File: src/rtl/dds_seq_pkg.sv
// Shared types and constants for the DDS polynomial cosine sequencer.
package dds_seq_pkg;

  typedef enum logic [2:0] {
    IDLE,
    CAPTURE,
    SEG,
    EVAL,
    DRAIN,
    DONE
  } seq_state_e;

  localparam int DEF_ORDER     = 3;
  localparam int DEF_ORD_WIDTH = 2;

  // ROM address is {segment, order}.
  function automatic int rom_addr_width(input int addr_w, input int ord_w);
    return addr_w + ord_w;
  endfunction

endpackage

File: src/rtl/dds_poly_seq_if.sv
// Sequencer-facing bus: phase-reduction handshake plus AGU/ROM/MAC controls.
interface dds_poly_seq_if import dds_seq_pkg::*; #(
  parameter int DATA_WIDTH = 16,
  parameter int ADDR_WIDTH = 5,
  parameter int ORD_WIDTH  = DEF_ORD_WIDTH
);

  localparam int ROM_W = rom_addr_width(ADDR_WIDTH, ORD_WIDTH);

  logic                  seq_valid_in;
  logic                  seq_ready_out;
  logic [DATA_WIDTH-1:0] seq_urgn_in;
  logic                  seq_agu_control_out;
  logic [DATA_WIDTH-1:0] seq_agu_urgn_out;
  logic [ADDR_WIDTH-1:0] seq_agu_address_in;
  logic [ROM_W-1:0]      seq_rom_address_out;
  logic                  seq_mac_load_out;
  logic                  seq_mac_step_out;
  logic                  seq_busy_out;
  logic                  seq_done_out;

  modport master (
    output seq_valid_in, seq_urgn_in, seq_agu_address_in,
    input  seq_ready_out, seq_agu_control_out, seq_agu_urgn_out,
           seq_rom_address_out, seq_mac_load_out, seq_mac_step_out,
           seq_busy_out, seq_done_out
  );

  modport slave (
    input  seq_valid_in, seq_urgn_in, seq_agu_address_in,
    output seq_ready_out, seq_agu_control_out, seq_agu_urgn_out,
           seq_rom_address_out, seq_mac_load_out, seq_mac_step_out,
           seq_busy_out, seq_done_out
  );

endinterface

File: src/rtl/dds_seq_fold.sv
// Absolute value of a signed argument; the most negative code saturates to the max positive.
module dds_seq_fold #(
  parameter int DATA_WIDTH = 16
) (
  input  logic [DATA_WIDTH-1:0] urgn_in,
  output logic [DATA_WIDTH-1:0] urgn_out
);

  localparam logic [DATA_WIDTH-1:0] MOST_NEG = {1'b1, {(DATA_WIDTH-1){1'b0}}};
  localparam logic [DATA_WIDTH-1:0] MOST_POS = {1'b0, {(DATA_WIDTH-1){1'b1}}};

  always_comb begin
    urgn_out = urgn_in;
    if (urgn_in == MOST_NEG) begin
      urgn_out = MOST_POS;
    end else if (urgn_in[DATA_WIDTH-1]) begin
      urgn_out = -urgn_in;
    end
  end

endmodule

File: src/rtl/dds_poly_seq.sv
// Sequencer for the DDS polynomial cosine evaluator (AGU capture, ROM walk, Horner MAC strobes).
// Optional DDS_SEQ_FOLD_EN: fold the argument to |x| at accept (cosine even symmetry).
module dds_poly_seq import dds_seq_pkg::*; #(
  parameter int DATA_WIDTH = 16,
  parameter int ADDR_WIDTH = 5,
  parameter int ORDER      = DEF_ORDER,
  parameter int ORD_WIDTH  = DEF_ORD_WIDTH
) (
  input  logic          seq_clock_in,
  input  logic          seq_reset_in,
  dds_poly_seq_if.slave bus
);

  localparam int ROM_W = rom_addr_width(ADDR_WIDTH, ORD_WIDTH);
  localparam logic [ORD_WIDTH-1:0] ORD_MAX = ORD_WIDTH'(ORDER);

  seq_state_e            state_q, state_d;
  logic                  ready_q, ready_d;
  logic                  busy_q, busy_d;
  logic                  done_q, done_d;
  logic                  agu_ctrl_q, agu_ctrl_d;
  logic [DATA_WIDTH-1:0] agu_urgn_q, agu_urgn_d;
  logic [ADDR_WIDTH-1:0] seg_q, seg_d;
  logic [ORD_WIDTH-1:0]  ord_q, ord_d;
  logic [ROM_W-1:0]      rom_addr_q, rom_addr_d;
  logic                  load_q, load_d;
  logic                  step_q, step_d;
  logic                  accept;
  logic [DATA_WIDTH-1:0] urgn_fold;

`ifdef DDS_SEQ_FOLD_EN
  dds_seq_fold #(.DATA_WIDTH(DATA_WIDTH)) u_fold (
    .urgn_in  (bus.seq_urgn_in),
    .urgn_out (urgn_fold)
  );
`else
  assign urgn_fold = bus.seq_urgn_in;
`endif

  // ready_q is high exactly in IDLE and DONE, so it doubles as the accept qualifier.
  assign accept = ready_q & bus.seq_valid_in;

  always_comb begin
    state_d = state_q;
    case (state_q)
      IDLE:    if (accept) state_d = CAPTURE;
      CAPTURE: state_d = SEG;
      SEG:     state_d = EVAL;
      EVAL:    if (ord_q == '0) state_d = DRAIN;
      DRAIN:   state_d = DONE;
      DONE:    state_d = accept ? CAPTURE : IDLE;
      default: state_d = IDLE;
    endcase
  end

  // Outputs are registered, so they are computed from the upcoming state.
  always_comb begin
    ready_d    = (state_d == IDLE) || (state_d == DONE);
    busy_d     = !ready_d;
    done_d     = (state_q == DRAIN);
    agu_ctrl_d = (state_d == CAPTURE);
    agu_urgn_d = accept ? urgn_fold : agu_urgn_q;
    seg_d      = seg_q;
    ord_d      = ord_q;
    rom_addr_d = rom_addr_q;
    if (state_q == SEG) begin
      seg_d      = bus.seq_agu_address_in;
      ord_d      = ORD_MAX;
      rom_addr_d = {bus.seq_agu_address_in, ORD_MAX};
    end else if ((state_q == EVAL) && (ord_q != '0)) begin
      ord_d      = ord_q - 1'b1;
      rom_addr_d = {seg_q, ord_d};
    end
    // ROM data lags its address by one cycle: the top-order coefficient loads, the rest step.
    load_d = (state_q == EVAL) && (ord_q == ORD_MAX);
    step_d = (state_q == EVAL) && (ord_q != ORD_MAX);
  end

  always_ff @(posedge seq_clock_in or posedge seq_reset_in) begin
    if (seq_reset_in) begin
      state_q    <= IDLE;
      ready_q    <= 1'b1;
      busy_q     <= 1'b0;
      done_q     <= 1'b0;
      agu_ctrl_q <= 1'b0;
      agu_urgn_q <= '0;
      seg_q      <= '0;
      ord_q      <= '0;
      rom_addr_q <= '0;
      load_q     <= 1'b0;
      step_q     <= 1'b0;
    end else begin
      state_q    <= state_d;
      ready_q    <= ready_d;
      busy_q     <= busy_d;
      done_q     <= done_d;
      agu_ctrl_q <= agu_ctrl_d;
      agu_urgn_q <= agu_urgn_d;
      seg_q      <= seg_d;
      ord_q      <= ord_d;
      rom_addr_q <= rom_addr_d;
      load_q     <= load_d;
      step_q     <= step_d;
    end
  end

  assign bus.seq_ready_out       = ready_q;
  assign bus.seq_busy_out        = busy_q;
  assign bus.seq_done_out        = done_q;
  assign bus.seq_agu_control_out = agu_ctrl_q;
  assign bus.seq_agu_urgn_out    = agu_urgn_q;
  assign bus.seq_rom_address_out = rom_addr_q;
  assign bus.seq_mac_load_out    = load_q;
  assign bus.seq_mac_step_out    = step_q;

endmodule

File: src/flat_wrapper.sv
// flat-port wrapper written by rule: the top's interface ports become plain ports
module dds_poly_seq_flat import dds_seq_pkg::*;
#(
  parameter int DATA_WIDTH = 16,
  parameter int ADDR_WIDTH = 5,
  parameter int ORDER      = DEF_ORDER,
  parameter int ORD_WIDTH  = DEF_ORD_WIDTH
)
  (seq_clock_in, seq_reset_in, bus_seq_valid_in, bus_seq_urgn_in, bus_seq_agu_address_in, bus_seq_ready_out, bus_seq_agu_control_out, bus_seq_agu_urgn_out, bus_seq_rom_address_out, bus_seq_mac_load_out, bus_seq_mac_step_out, bus_seq_busy_out, bus_seq_done_out);
  dds_poly_seq_if #(.DATA_WIDTH(DATA_WIDTH), .ADDR_WIDTH(ADDR_WIDTH), .ORD_WIDTH(ORD_WIDTH)) bus_i ();
  input  logic seq_clock_in;
  input  logic seq_reset_in;
  input wire logic [$bits(bus_i.seq_valid_in)-1:0] bus_seq_valid_in;
  input wire logic [$bits(bus_i.seq_urgn_in)-1:0] bus_seq_urgn_in;
  input wire logic [$bits(bus_i.seq_agu_address_in)-1:0] bus_seq_agu_address_in;
  output wire logic [$bits(bus_i.seq_ready_out)-1:0] bus_seq_ready_out;
  output wire logic [$bits(bus_i.seq_agu_control_out)-1:0] bus_seq_agu_control_out;
  output wire logic [$bits(bus_i.seq_agu_urgn_out)-1:0] bus_seq_agu_urgn_out;
  output wire logic [$bits(bus_i.seq_rom_address_out)-1:0] bus_seq_rom_address_out;
  output wire logic [$bits(bus_i.seq_mac_load_out)-1:0] bus_seq_mac_load_out;
  output wire logic [$bits(bus_i.seq_mac_step_out)-1:0] bus_seq_mac_step_out;
  output wire logic [$bits(bus_i.seq_busy_out)-1:0] bus_seq_busy_out;
  output wire logic [$bits(bus_i.seq_done_out)-1:0] bus_seq_done_out;
  assign bus_i.seq_valid_in = bus_seq_valid_in;
  assign bus_i.seq_urgn_in = bus_seq_urgn_in;
  assign bus_i.seq_agu_address_in = bus_seq_agu_address_in;
  assign bus_seq_ready_out = bus_i.seq_ready_out;
  assign bus_seq_agu_control_out = bus_i.seq_agu_control_out;
  assign bus_seq_agu_urgn_out = bus_i.seq_agu_urgn_out;
  assign bus_seq_rom_address_out = bus_i.seq_rom_address_out;
  assign bus_seq_mac_load_out = bus_i.seq_mac_load_out;
  assign bus_seq_mac_step_out = bus_i.seq_mac_step_out;
  assign bus_seq_busy_out = bus_i.seq_busy_out;
  assign bus_seq_done_out = bus_i.seq_done_out;
  dds_poly_seq #(.DATA_WIDTH(DATA_WIDTH), .ADDR_WIDTH(ADDR_WIDTH), .ORDER(ORDER), .ORD_WIDTH(ORD_WIDTH)) u_core (.seq_clock_in(seq_clock_in), .seq_reset_in(seq_reset_in), .bus(bus_i));
endmodule
File: config.mk
export PLATFORM = sky130hd
export DESIGN_NAME = dds_poly_seq_flat
export DESIGN_NICKNAME = d
export VERILOG_FILES = /design/src/rtl/dds_seq_pkg.sv /design/src/rtl/dds_poly_seq_if.sv /design/src/rtl/dds_seq_fold.sv /design/src/rtl/dds_poly_seq.sv /design/src/flat_wrapper.sv
export SDC_FILE = /design/constraint.sdc
export NUM_CORES = 1
export LEC_CHECK = 0
export CAP_MARGIN = 20
export CORE_MARGIN = 1.5
export CORE_UTILIZATION = 40
export CTS_BUF_LIST = sky130_fd_sc_hd__clkbuf_16
export DETAILED_ROUTE_END_ITERATION = 7
export GPL_TIMING_DRIVEN = 0
export PLACE_DENSITY = 0.72
export SLEW_MARGIN = 20
export SYNTH_ARGS = -nofsm -noshare
export SYNTH_HDL_FRONTEND = slang
export SYNTH_HIERARCHICAL = 1
export SYNTH_SLANG_ARGS = --single-unit
File: constraint.sdc
create_clock -name seq_clock_in -period 2.2 [get_ports seq_clock_in]
set_input_delay 0.44 -clock seq_clock_in [delete_from_list [all_inputs] [get_ports seq_clock_in]]
set_output_delay 0.44 -clock seq_clock_in [all_outputs]
set_load 0.005 [all_outputs]
# Word level (Yosys, flattened, before mapping)

Index checks and enable logic that the tools add are counted.

Add/subtract/negate cells: 1
Eq/ne operators: 9
Muxes and demuxes: 8
Bitwise gates (word level): 1
Reductions and logical operators: 10

Operator list:

| operator              | count |
|---|---|
| $pmux W3 S6           | 1 |
| $mux W7               | 2 |
| $eq A3 B3 Y1 const B  | 3 |
| $eq A3 B1 Y1 const B  | 2 |
| $eq A3 B2 Y1 const B  | 2 |
| $logic_not A3 Y1      | 2 |
| $mux W3               | 2 |
| $mux W2               | 2 |
| $reduce_bool A2 Y1    | 2 |
| $logic_and A1 B1 Y1   | 3 |
| $eq A2 B2 Y1 const B  | 1 |
| $logic_not A2 Y1      | 1 |
| $ne A2 B2 Y1 const B  | 1 |
| $sub A2 B1 Y2 const B | 1 |
| $and A1 B1 Y1         | 1 |
| $logic_not A1 Y1      | 1 |
| $logic_or A1 B1 Y1    | 1 |
| $mux W1               | 1 |

Bits in registers: 39
Bits of input ports: 24
Output and inout port bits: 29

# Longest topological paths before layout

Gate-level depths: netlist of run 1.

Depth after elaboration: 6
Gate-level depth with buffers: 6
Depth with buffers taken out: 5

# Worst setup path before layout of run 1

No wires, ideal clock.

Kind: register -> register
Start: reg u_core.ord_q[0]
End: reg u_core.rom_addr_q[2], in the netlist u_core/bus.seq_rom_address_out[2]
Arrival: 1271 ps
Path slack: 799 ps
Cell stages (with the launch flop): 7
Buffers on the path: 1
Cell sequence: dfrtp_1 -> inv_1 -> ha_1 -> clkbuf_1 -> nor2b_1 -> a22oi_1 -> o21ai_0

Longest elaborated chain between the ends: 3

RTL lines:

| element                             | RTL line            | source |
|---|---|---|
| start: declaration                  | dds_poly_seq.sv:24  | `logic [ORD_WIDTH-1:0] ord_q, ord_d;` |
| start signal: assignment            | dds_poly_seq.sv:100 | `ord_q <= ord_d;` |
| $reduce_bool A2 Y1                  | dds_poly_seq.sv:70  | `end else if ((state_q == EVAL) && (ord_q != '0)) begin` |
| $logic_and A1 B1 Y1                 | dds_poly_seq.sv:70  |  |
| $reduce_bool A2 Y1 (no source line) | n/a                 |  |
| end signal: assignment              | dds_poly_seq.sv:101 | `rom_addr_q <= rom_addr_d;` |
| end: declaration                    | dds_poly_seq.sv:25  | `logic [ROM_W-1:0] rom_addr_q, rom_addr_d;` |

No other way between the ends.
A chain may end at the register's enable or synchronous reset.

# Worst setup path after layout of run 1

Start: reg u_core.ready_q, in the netlist u_core/bus.seq_ready_out
End: out bus_seq_ready_out

RTL lines:

| element                  | RTL line           | source |
|---|---|---|
| start: declaration       | dds_poly_seq.sv:18 | `logic ready_q, ready_d;` |
| start signal: assignment | dds_poly_seq.sv:94 | `ready_q <= ready_d;` |
| end: declaration         | flat_wrapper.sv:16 | `output wire logic [$bits(bus_i.seq_ready_out)-1:0] bus_seq_ready_out;` |

No word-level cell between the ends.

==> results of run 1 <==
[area by class of cell]
type,instances,area [sq um],share of cell area
sequential,37,927,0.406
clock buffer,5,125,0.0547
multi-input combinational,69,559,0.245
clock inverter,3,41.3,0.0181
inverter,5,18.8,0.00821
timing repair buffer,52,520,0.228
buffer,7,33.8,0.0148
tap,48,60.1,0.0263
[path summary, 6_finish.rpt]
check                                                    endpoint  slack, ns  cells past startpoint
worst max-delay path                            bus_seq_ready_out       0.45                      1
worst min-delay path                              u_core/seg_q[2]       0.48                      1
worst max register to register  u_core/bus.seq_rom_address_out[2]       0.55                      6
worst min register to register                    u_core/seg_q[2]       0.48                      1
max in group asynchronous       u_core/bus.seq_rom_address_out[1]       1.11                      2
min in group asynchronous         u_core/bus.seq_agu_urgn_out[10]       0.62                      2
[layout by cell type (no fill, tap or decap)]
cell type	instances
a21o_1	1
a21oi_1	3
a22o_1	1
a22oi_1	11
a31oi_1	1
and3_1	1
buf_2	3
buf_4	1
bufinv_16	1
clkbuf_1	3
clkbuf_16	5
clkdlybuf4s50_1	52
clkinv_1	1
clkinvlp_4	1
dfrtp_1	36
dfstp_2	1
ha_1	2
inv_1	4
inv_2	1
maj3_1	1
mux2_1	2
mux2_2	19
nand2_1	3
nand2b_1	1
nor2_1	1
nor2b_1	7
nor3_1	3
nor3b_4	1
nor4_1	1
o21ai_0	8
o21bai_1	1
xor2_1	1
[report_power, final]
| part | internal (mW) | switching, mW | leakage [nW] |
|---|---|---|---|
| Combinational | 0.823 | 0.516 | 0.452 |
| Clock | 0.530 | 0.256 | 0.0775 |
| Sequential | 0.999 | 0.160 | 0.437 |
[through the flow]
stage	power, mW	cells
2_1_floorplan	1.84	118
3_3_place_gp	2.46	218
3_5_place_dp	2.52	218
4_1_cts	3.33	226
5_1_grt	3.51	226
6_report	3.28	226
[state kept, by name, indices dropped and copies added, names as in the netlist]
| name | flops |
|---|---|
| u_core/state_q | 3 |
| u_core/bus.seq_done_out | 1 |
| u_core/bus.seq_busy_out | 1 |
| u_core/bus.seq_mac_step_out | 1 |
| u_core/bus.seq_mac_load_out | 1 |
| u_core/bus.seq_agu_control_out | 1 |
| u_core/bus.seq_rom_address_out | 6 |
| u_core/ord_q | 1 |
| u_core/bus.seq_ready_out | 1 |
| u_core/seg_q | 5 |
| u_core/bus.seq_agu_urgn_out | 16 |
[routing by layer]
layer | routed length [um] | share of wire | vias to the layer above
li1 | - | - | 539
met1 | 1350 | 0.43 | 551
met2 | 1580 | 0.50 | 42
met3 | 200 | 0.063 | 2
met4 | 17 | 0.0054 | 0
met5 | 0 | 0 | -
[kinds of logic (layout without fill, tap and decap cells)]
kind of cell    Yosys count  after routing  synth area share
flops                    37             37             0.602
fa+ha+maj                 3              3            0.0228
buf+inv                  12             72            0.0341
xor+xnor                  1              1           0.00569
compound gates           26             26             0.109
mux                      21             21             0.154
simple gates             18             18            0.0724
==> impl_metrics.ini, run 1 <==
[status]
status = completed

[timing]
finalHoldViolations = 0
fin_worst_skew_ns = 0.00302
slew_viol_final = 0
timing.final.crit_share = 0.794
fin_crit_ns = 1.75
setup_tns_ns = 0
whs_ns = 0.477
slew_headroom = 0.504
rsz0062_at_grt = no
setup_slack_ns = 0.454
worst_pin_slew_ns = 0.743
setup_viol = 0
max_freq_ghz = 0.573

[layout]
syn_to_final_growth_pct = 48.5
final_util = 0.620
drive_gt1_frac = 0.185
nFillCells = 307
finalNetCount = 203
n_antenna_cell = 0
finalInstanceArea_sq_um = 2290

[critical_path]
cp_max_fo = 3
cp-end-kind = primary output
crit_path_max_incr_delay_ns = 0.53
cp-start-kind = flop
crit_family = flip-flops
path_cells = clkdlybuf4s50_1
cp.buffers_inverters = 1
critPathSlowestCell = dfstp_2
worstSetupStartpoint = u_core/bus.seq_ready_out
worst_ep_arrival_time_ns = 1.31
reg2reg_from = u_core/ord_q[0]
criticalPathCategory = reg2out
cp.required_ns = 1.76

[cts]
cts.clk_slew.worst_paths_ns = 0.06
post_cts_resized = 0
numCtsBuffers = 5
root_buffer = clkbuf_16
cts_tree = yes
postCtsHoldBufs = 0
cts_setup_buffers = 0
clock_latency_ns = 0.27
clkSinkCount = 37
max-clock-path-buffers = 2
ctsHtreeMaxLevel = 2

[job]
max_cap_viol_count = 0

[detailed_routing]
drt_iter0_markers = 33
routed_wl_um = 3150
wire_per_inst_um = 14.0
vias = 1134
antenna_left = 0
drcViolationCount = 0
viasPerCell = 5.02
drtPass1Iterations = 4

[placed_design]
post_dp_cell_area_sq_um = 2120
globalplace.congestion = 0.783
dp_hpwl_um = 2210
dpl_worst_slack_ns = 0.196
portBuffers = 52

[floorplan]
die-area_sq_um = 4230
io_pins = 53
core_sq_um = 3690
fp.dieH_um = 65.0
die_x_um = 65.0
initial_utilization = 0.417
row_count = 22

[global_routing]
grt_pass1_vias = 1188
grt_use_met3 = 0.0399
use_met2 = 0.286
grt_start_max_net_pins = 38
antenna_found_initial = 0
use_met1 = 0.193
grt_usage = 0.166
overflow = 0
grt_busiest_layer = met2
grt_pass1_wl_um = 5310

[synthesis]
async_flop_share = 1.00
synth_seq_area_share = 0.602
synthFlopType = dfrtp_1
synth_seq_cells = 37
yosys-top-cells-area = dfrtp_1 (59%), mux2_2 (14%), a22oi_1 (5.4%)
synth_top_area_cell = dfrtp_1
netlist_area_sq_um = 1540
synth_top_cell_area_share = 0.585
synth_warnings = 6
synth_commonest_cells = dfrtp_1 (36), mux2_2 (19), a22oi_1 (11), o21ai_0 (8), nor2b_1 (7)
yosysMostFrequentCell = dfrtp_1
synth_nets = 144
ys_types = 26
synthCells = 118
avgSynthCellArea_sq_um = 13.0
synth-edff-count = 0

[min_path]
min_from = u_core/seg_q[2]
hp-class = reg2reg

[pwr]
p_per_area_nw_per_um2 = 1440
power_leakage_nw = 0.966
peakVddDrop_mv = 0.810
No activity file was read; power rests on OpenSTA's default activity.
==> inputs of run 2 (changes only) <==
==> constraint.sdc (replaced) <==
create_clock -name seq_clock_in -period 1.8 [get_ports seq_clock_in]
set_input_delay 0.36 -clock seq_clock_in [delete_from_list [all_inputs] [get_ports seq_clock_in]]
set_output_delay 0.36 -clock seq_clock_in [all_outputs]
set_load 0.005 [all_outputs]
==> impl_metrics.ini, run 2 (synthesis gave the netlist of run 1 again) <==
[cts]
max-clock-path-buffers = 2
numCtsBuffers = 5
cts_setup_buffers = 0
postCtsHoldBufs = 0
cts.clk_slew.worst_paths_ns = 0.06
cts_tree = yes
clock_latency_ns = 0.27
ctsHtreeMaxLevel = 2
root_buffer = clkbuf_16
clkSinkCount = 37

[floorplan]
io_pins = 53
row_count = 22
fp.dieH_um = 65.0
core_sq_um = 3690
die-area_sq_um = 4230
initial_utilization = 0.417
die_x_um = 65.0

[layout]
syn_to_final_growth_pct = 48.6
nFillCells = 306
largest_reg_flops = 16
mostFrequentLayoutCell = clkdlybuf4s50_1
final_cells = 226
finalNetCount = 203
mostFrequentLayoutCells = clkdlybuf4s50_1 (52), dfrtp_1 (36), mux2_2 (19), a22oi_1 (11), o21ai_0 (8)
drive_gt1_frac = 0.191
n_antenna_cell = 0

[critical_path]
cp.required_ns = 1.44
crit_family = flip-flops
worst_ep_arrival_time_ns = 1.31
cp-start-kind = flop
cp-end-kind = primary output
cp.buffers_inverters = 1
cp_max_fo = 3
criticalPathCategory = reg2out
crit_path_max_incr_delay_ns = 0.53
critPathSlowestCell = dfstp_2
path_cells = clkdlybuf4s50_1

[global_routing]
grt_usage = 0.166
overflow = 0
grt_pass1_vias = 1188
grt_start_max_net_pins = 38
grt_pass1_wl_um = 5310
antenna_found_initial = 0

[detailed_routing]
routed_wl_um = 3160
drt_iter0_markers = 34
viasPerCell = 5.02
vias = 1135
wire_per_inst_um = 14.0
antenna_left = 0
drtPass1Iterations = 4
drcViolationCount = 0

[pwr]
power_leakage_nw = 0.969
p_per_area_nw_per_um2 = 1760
peakVddDrop_mv = 0.993

[timing]
finalHoldViolations = 0
rsz0062_at_grt = no
max_freq_ghz = 0.600
fin_worst_skew_ns = 0.00308
slew_headroom = 0.505
slew_viol_final = 0
fin_crit_ns = 1.67
whs_ns = 0.476
setup_viol = 0
timing.final.crit_share = 0.926
worst_pin_slew_ns = 0.742

[placed_design]
globalplace.congestion = 0.783
place_inst = 218
dp_hpwl_um = 2210
portBuffers = 52

[job]
max_cap_viol_count = 0

[min_path]
hp-class = reg2reg

[status]
status = completed
run 2: cell count changes in the layout (fill, tap and decap cells not counted):
cell / delta
clkbuf_1: -1
clkbuf_2: +1
run 2: final timing paths:
check | startpoint | to | slack, ns | cells after the start
min in group asynchronous | seq_reset_in | u_core/bus.seq_agu_urgn_out[10] | 0.54 | 2
hold / removal | u_core/seg_q[2] | u_core/seg_q[2] | 0.48 | 1
max in group asynchronous | seq_reset_in | u_core/bus.seq_rom_address_out[1] | 0.79 | 2
hold reg to reg | u_core/seg_q[2] | u_core/seg_q[2] | 0.48 | 1
setup reg to reg | u_core/ord_q[0] | u_core/bus.seq_rom_address_out[2] | 0.28 | 6
setup / recovery | u_core/bus.seq_ready_out | bus_seq_ready_out | 0.13 | 1
run 2: layout make-up:
| type | count | area [sq um] | share of cell area |
|---|---|---|---|
| Clock buffer | 5 | 125 | 0.0547 |
| Tap cell | 48 | 60.1 | 0.0263 |
| Buffer | 7 | 35.0 | 0.0153 |
| Sequential cell | 37 | 927 | 0.405 |
| Clock inverter | 3 | 41.3 | 0.0181 |
| Multi-Input combinational cell | 69 | 559 | 0.245 |
| Timing Repair Buffer | 52 | 520 | 0.228 |
| Inverter | 5 | 18.8 | 0.00821 |
run 2: report_power, final:
part	internal [mW]	switching (mW)
clock network	0.647	0.312
logic	1.01	0.635
registers	1.22	0.196
total	2.88	1.14
run 2: per-stage QoR:
stage | util | setup slack, ns | power, mW | TNS, ns | instance area, sq um
after floorplan | - | 0.399 | 2.25 | 0 | 1540
after global placement | 0.575 | -0.160 | 3.00 | -6.58 | 2120
after detailed placement | 0.575 | -0.124 | 3.08 | -1.08 | 2120
after CTS | 0.620 | 0.121 | 4.06 | 0 | 2290
after global routing | 0.620 | 0.0486 | 4.29 | 0 | 2290
final | 0.620 | 0.134 | 4.02 | 0 | 2290
run 2: repair_timing:
item | CTS | global route
gates resized for setup | 0 | 2
endpoints found under the hold margin | 0 | 0
setup endpoints to repair | 0 | 2
run 2: routing by layer:
metal	share of wire	up-vias	global-route usage
li1	-	540	-
met1	0.43	550	0.193
met2	0.50	41	0.286
met3	0.065	4	0.0399
met4	0.0066	0	0.0781
met5	0	-	0
